File: src/rtl/fetch_stage.sv
// Instruction-fetch stage: PC register, IF/ID pipeline register and a
// pending-redirect register that parks a branch/jump target while imem stalls.
module fetch_stage #(
    parameter logic [31:0] RESET_PC = 32'h0000_3000
) (
    input  logic        clk,
    input  logic        reset_n,
    input  logic        Stall,
    input  logic        Branch,
    input  logic        IfJ,
    input  logic        IfJal,
    input  logic        IfJr,
    input  logic [31:0] JrTarget,
    output logic [31:0] imem_addr,
    input  logic [31:0] imem_rdata,
    input  logic        imem_ready,
    output logic [31:0] PCF,
    output logic [31:0] InstrD,
    output logic [31:0] PCD,
    output logic [31:0] PCPlus4D,
    output logic [31:0] PCPlus8D,
    output logic        ValidD,
    output logic        dbg_state_o
);

    // Handshake: imem_ready=1 means imem_rdata is the word at imem_addr this
    // cycle; the fetch completes on the next rising edge unless Stall is high.

    typedef enum logic {
        ST_IDLE    = 1'b0,
        ST_PENDING = 1'b1
    } state_e;

    state_e      state_q, state_d;
    logic [31:0] pc_q, pc_d;
    logic [31:0] instr_q, instr_d;
    logic [31:0] pcd_q, pcd_d;
    logic        valid_q, valid_d;
    logic [31:0] pend_pc_q, pend_pc_d;

    logic        pend_v;
    logic        redirect;
    logic [31:0] target;
    logic [31:0] pc_plus4d;
    logic [31:0] branch_off;

    assign pc_plus4d  = pcd_q + 32'd4;
    assign branch_off = {{14{instr_q[15]}}, instr_q[15:0], 2'b00};
    assign redirect   = valid_q & (Branch | IfJ | IfJal | IfJr);

    always_comb begin
        target = pc_plus4d + branch_off;
        if (IfJr) begin
            target = JrTarget;
        end else if (IfJ | IfJal) begin
            target = {pc_plus4d[31:28], instr_q[25:0], 2'b00};
        end
    end

    // Redirect FSM: state register
    always_ff @(posedge clk) begin
        if (!reset_n) begin
            state_q <= ST_IDLE;
        end else begin
            state_q <= state_d;
        end
    end

    // Redirect FSM: next state
    always_comb begin
        state_d = state_q;
        if (!Stall) begin
            if (imem_ready) begin
                state_d = ST_IDLE;
            end else if (redirect) begin
                state_d = ST_PENDING;
            end
        end
    end

    // Redirect FSM: outputs
    always_comb begin
        pend_v      = (state_q == ST_PENDING);
        dbg_state_o = state_q;
    end

    // Datapath next state; a live redirect overrides any parked target.
    always_comb begin
        pc_d      = pc_q;
        instr_d   = instr_q;
        pcd_d     = pcd_q;
        valid_d   = valid_q;
        pend_pc_d = pend_pc_q;
        if (!Stall) begin
            if (imem_ready) begin
                instr_d = imem_rdata;
                pcd_d   = pc_q;
                valid_d = 1'b1;
                if (redirect) begin
                    pc_d = target;
                end else if (pend_v) begin
                    pc_d = pend_pc_q;
                end else begin
                    pc_d = pc_q + 32'd4;
                end
            end else begin
                instr_d = 32'd0;
                valid_d = 1'b0;
                if (redirect) begin
                    pend_pc_d = target;
                end
            end
        end
    end

    always_ff @(posedge clk) begin
        if (!reset_n) begin
            pc_q      <= RESET_PC;
            instr_q   <= 32'd0;
            pcd_q     <= 32'd0;
            valid_q   <= 1'b0;
            pend_pc_q <= 32'd0;
        end else begin
            pc_q      <= pc_d;
            instr_q   <= instr_d;
            pcd_q     <= pcd_d;
            valid_q   <= valid_d;
            pend_pc_q <= pend_pc_d;
        end
    end

    assign imem_addr = pc_q;
    assign PCF       = pc_q;
    assign InstrD    = instr_q;
    assign PCD       = pcd_q;
    assign ValidD    = valid_q;
    assign PCPlus4D  = pc_plus4d;
    assign PCPlus8D  = pcd_q + 32'd8;

endmodule

File: config.mk
export PLATFORM = sky130hd
export DESIGN_NAME = fetch_stage
export DESIGN_NICKNAME = d
export VERILOG_FILES = /design/src/rtl/fetch_stage.sv
export SDC_FILE = /design/constraint.sdc
export NUM_CORES = 1
export LEC_CHECK = 0
export CAP_MARGIN = 5
export CORE_ASPECT_RATIO = 1.5
export CORE_MARGIN = 2
export CORE_UTILIZATION = 41
export DETAILED_ROUTE_END_ITERATION = 10
export PLACE_DENSITY = 0.71
export SYNTH_ARGS = -nofsm -noshare
export SYNTH_HDL_FRONTEND = slang
export SYNTH_SLANG_ARGS = --single-unit
File: constraint.sdc
create_clock -name clk -period 4.6 [get_ports clk]
set_input_delay 0.92 -clock clk [delete_from_list [all_inputs] [get_ports clk]]
set_output_delay 0.92 -clock clk [all_outputs]
set_load 0.03 [all_outputs]
# After elaboration in Yosys (flattened, before gate mapping)
# Index checks and enable logic that the tools add are counted.
# classes
reduce_logical	4
n_bitwise	7
muxes	8
n_addsub	4
# ops
operator	count
$mux W32	5
$add A32 B3 Y32 const B	2
$add A32 B32 Y32	1
$add A32 B4 Y32 const B	1
$or A1 B1 Y1	4
$reduce_and A2 Y1	2
$mux W1	3
$reduce_and A3 Y1	1
$not A1 Y1	2
$reduce_bool A2 Y1	1
$and A1 B1 Y1	1
# totals
out_inout_bits	194
ff_bits	130
word_cells	29

# Logic depth before layout (Yosys ltp)
# logic_depth
depth_word	6
ltp_mapped	20
ltp_nobuf	20

# Least setup slack after synthesis
# No wires, ideal clock.
# synth_path
path_kind	register to register
start	register pcd_q[3], in the netlist PCD[3]
end	register pc_q[31], in the netlist PCF[31]
t_arrival_ns	4.510
required_ns	4.474
setup_slack_ns	-0.036
path_buffers	0
setup_time_ns	0.126
path_stages_with_launch	21
cell_sequence	dfxtp_1 -> ha_1 -> nand3_4 -> nor4_4 -> nand2_1 -> nor2_2 -> nand2_1 -> nor2_1 -> and3_1 -> nand2_1 -> xnor2_1 -> ha_1 -> o21ai_0 -> nand2b_1 -> o31a_1 -> and2_1 -> a21oi_2 -> o21ai_1 -> mux2i_1 -> mux2i_1 -> a31oi_1
# synth_via
elab_chain_cells	5
# synth_rtl
element	line_no	text
from (decl)	37	logic [31:0] pcd_q, pcd_d;
from (signal assigned)	126	pcd_q <= pcd_d;
$add A32 B3 Y32	47	assign pc_plus4d = pcd_q + 32'd4;
net PCPlus4D[25]	20	output logic [31:0] PCPlus4D,
$add A32 B32 Y32	52	target = pc_plus4d + branch_off;
$mux W32	55	end else if (IfJ | IfJal) begin
$mux W32	53	if (IfJr) begin
$mux W32	99	if (redirect) begin
to (signal assigned)	124	pc_q <= pc_d;
to (decl)	35	logic [31:0] pc_q, pc_d;
# The timed path passes the listed nets, and every way through them passes these cells.
# A chain may end at the register's enable or synchronous reset.

# Final worst setup path
# layout_path
start	register pcd_q[3], in the netlist PCD[3]
end	output PCPlus8D[25]
# layout_via
elab_chain_cells	1
# layout_rtl
element	line_no	text
$add A32 B4 Y32	138	assign PCPlus8D = pcd_q + 32'd8;
to (decl)	21	output logic [31:0] PCPlus8D,
# No other way between the ends.

==> impl_metrics.yaml <==
yosys:
  synth-main-ff-cell: "dfxtp_1"
  async_flop_share_pct: 0
  syn_area_um2: 9070
  synth_mux_area_share_pct: 1.90
  netlist-cell-type-count: 67
  yosysTopAreaCellShare_pct: 28.7
  synthSimpleGateAreaFrac_pct: 22.2
  synth-seq-cells: 130
  synth_edf_count: 0
  synth_top_area_cell: "dfxtp_1"
  synth_area_leaders: "dfxtp_1, nand2_1, xnor2_1"
  ys_warn_count: 0
  synth_adder_area_share_pct: 5.33
  synth_top_family_by_area: "compound AO/OA/AOI/OAI gates"
  ys_seq_area_share_pct: 28.7
  avgSynthCellArea_um2: 7.70
  synthXorXnorAreaFrac_pct: 9.47
  synth_cells: 1178
  synth-compound-area-share_pct: 25.2
  syn_nets: 1288
worst_setup_path:
  cp.arrival_ns: 3.36
  worstSetupPathType: "reg -> out"
  reg2reg_slack_ns: 0.40
  r2r-start: "PCD[3]"
  startpoint_type: "register"
  required_ns: 3.68
  worstSetupEndpoint: "PCPlus8D[25]"
  endpoint_kind: "primary output"
  reg2reg_depth: 21
  startpoint: "PCD[3]"
  cp_max_fo: 5
  timing.rr.end: "PCF[31]"
global_routing:
  grt_pass1_wl_mm: 50.7
  grt_max_degree: 69
  gr-usage-all-layers_pct: 27.5
  grt_pass1_vias: 8737
  grt_antenna_before_repair: 0
  overflow: 0
route:
  drc_errors: 0
  postRouteAntennaNets: 0
  drt_iter0_drc: 992
  vias: 9433
  viasPerCell: 5.71
  wl_per_cell_um: 20.1
  finalWirelength_mm: 33.2
  first_pass_iters: 5
hold_path:
  hold_path.class: "reg -> reg"
cts:
  cts_root_buffer: "clkbuf_16"
  cts-hold-fix-buffers: 0
  ctsResizeCount: 1
  clk_pin_slew_ns: 0.07
  cts_sinks: 130
  post-cts-setup-buffers: 0
  insertion_delay_ns: 0.42
  clockBufferDepth: 2
  cts_buffers: 17
  htree_levels: 4
  cts_tree: "built"
sta:
  min_period_ns: 4.28
  finalWorstSetupSlack_ns: 0.317
  maxSlewHeadroom_pct: 33.4
  rsz0062_at_grt: "no"
  setup_viol: 0
  timing.fmax_ghz: 0.234
  fin_skew_ns: 0.00949
  finalHoldViolCount: 0
  maxSlewViolCount: 0
  post-route-period-util_pct: 93.1
  tightest_slew_ns: 0.999
  tns_ns: 0
run:
  cap_viol_max_count: 0
power:
  power_leakage_nw: 4.74
  finalPower_mw: 3.23
  peakVddDrop_uv: 253
  power_density_nw_per_um2: 263
place:
  io_buffers: 265
  place_ws_ns: 0.365
  placed_cell_area_um2: 11700
  dp_hpwl_mm: 24.7
  gp_congestion: 0.957
  dpl.cell_count: 1620
final_layout:
  final_layout_size_suffix_gt1_share_pct: 6.16
  layout_commonest_cell: "clkdlybuf4s50_1"
  final_cell_area_um2: 12300
  layout.nets: 1477
  mostFrequentLayoutCells: "clkdlybuf4s50_1, nand2_1, dfxtp_1, a21oi_1, o21ai_0"
  num_antenna_cells: 0
  syn_to_final_growth_pct: 35.4
  final_cell_count_no_fill: 1652
floorplanning:
  ioPinCount: 266
  initial_core_util_pct: 41.7
  dieArea_um2: 23300
  fp.dieH_um: 186
  die_w_um: 125
  rows: 66
  core_area_um2: 21700
run_status:
  status: "finished, final reports clean"
-- logic make-up after synthesis --
| kind of cell | count (synthesis) |
|---|---|
| AND/OR/NAND/NOR | 428 |
| adder cells (fa/ha/maj) | 38 |
| AO/OA/AOI/OAI | 333 |
| buffers and inverters | 134 |
| XOR/XNOR | 98 |
| flip-flops | 130 |
| multiplexers | 17 |
-- cell usage after synthesis, types with 3 or more instances --
| cell type | instances |
|---|---|
| nand2_1 | 210 |
| dfxtp_1 | 130 |
| clkbuf_1 | 73 |
| a21oi_1 | 67 |
| o21ai_0 | 61 |
| xnor2_1 | 57 |
| nor2_1 | 56 |
| nand3_1 | 45 |
| a21boi_0 | 43 |
| xor2_1 | 41 |
| buf_4 | 39 |
| ha_1 | 37 |
| a22o_1 | 33 |
| nand4_1 | 27 |
| o211ai_1 | 19 |
| a21o_1 | 17 |
| and3_1 | 16 |
| and2_1 | 15 |
| mux2i_1 | 15 |
| nand2b_1 | 15 |
| a31oi_1 | 12 |
| o211a_1 | 12 |
| inv_1 | 11 |
| o21ai_1 | 11 |
| nor3_1 | 10 |
| and4_1 | 9 |
| or3_1 | 8 |
| a211oi_1 | 7 |
| a21boi_1 | 7 |
| buf_2 | 6 |
| a211o_1 | 5 |
| a221oi_1 | 5 |
| o21a_1 | 5 |
| buf_1 | 4 |
| nor2b_1 | 4 |
| nor3b_1 | 4 |
| o2111ai_1 | 3 |
-- power by group --
group / switching, mW / internal [mW]
Combinational: 0.349 / 0.249
Clock: 0.594 / 0.817
Sequential: 0.0617 / 1.16
Total: 1.00 / 2.23
-- worst max-delay path, stage by stage (launching register included) --
cell             delay, ns
dfxtp_1               0.34
ha_1                  0.26
nand3_4               0.14
nor4_4                0.32
nand2_1               0.11
nor2_2                0.22
buf_4                 0.19
nand2_1               0.09
nor2_2                0.17
and3_1                0.25
xor2_1                0.16
clkdlybuf4s50_1       0.70
-- metal layers --
layer  share of wire, %  routed length (µm)  vias to the layer above  global-route usage [%]
met5                  0                   0                        -                       0
met4                3.0                1000                        0                    9.24
met3                5.1                1690                       57                    2.96
met2                 49               16300                      363                    47.2
met1                 43               14200                     4495                    36.1
li1                   -                   -                     4518                       -
-- state kept, by name, summed over array words and instances, names as in the netlist --
register,cells
dbg_state_o,1
pend_pc_q,32
PCD,32
InstrD,32
PCF,32
ValidD,1
-- worst min-delay path by stage --
stage                  startpoint       endpoint  slack, ns  cells after the start
floorplan           pend_pc_q[28]  pend_pc_q[28]       0.43                      2
global placement    pend_pc_q[20]  pend_pc_q[20]       0.44                      2
detailed placement  pend_pc_q[18]  pend_pc_q[18]       0.45                      2
CTS                 pend_pc_q[20]  pend_pc_q[20]       0.46                      2
global route        pend_pc_q[24]  pend_pc_q[24]       0.47                      2
finish              pend_pc_q[24]  pend_pc_q[24]       0.45                      2
-- area by class of cell --
cell class / count / area (µm²)
Fill cell: 2059 / 9450
Clock inverter: 14 / 168
Multi-Input combinational cell: 914 / 5830
Timing Repair Buffer: 293 / 2860
Sequential cell: 130 / 2600
Inverter: 11 / 41.3
Clock buffer: 18 / 429
Tap cell: 272 / 340
-- stage by stage --
| stage | util, % | hold WS [ns] |
|---|---|---|
| 3_5_place_dp | 53.7 | 0.446 |
| 4_1_cts | 56.5 | 0.456 |
| 5_1_grt | 56.5 | 0.466 |
| 6_report | 56.5 | 0.454 |
| 3_3_place_gp | 53.7 | 0.443 |
| 2_1_floorplan | - | 0.431 |
(Power assumes the default switching activity.)
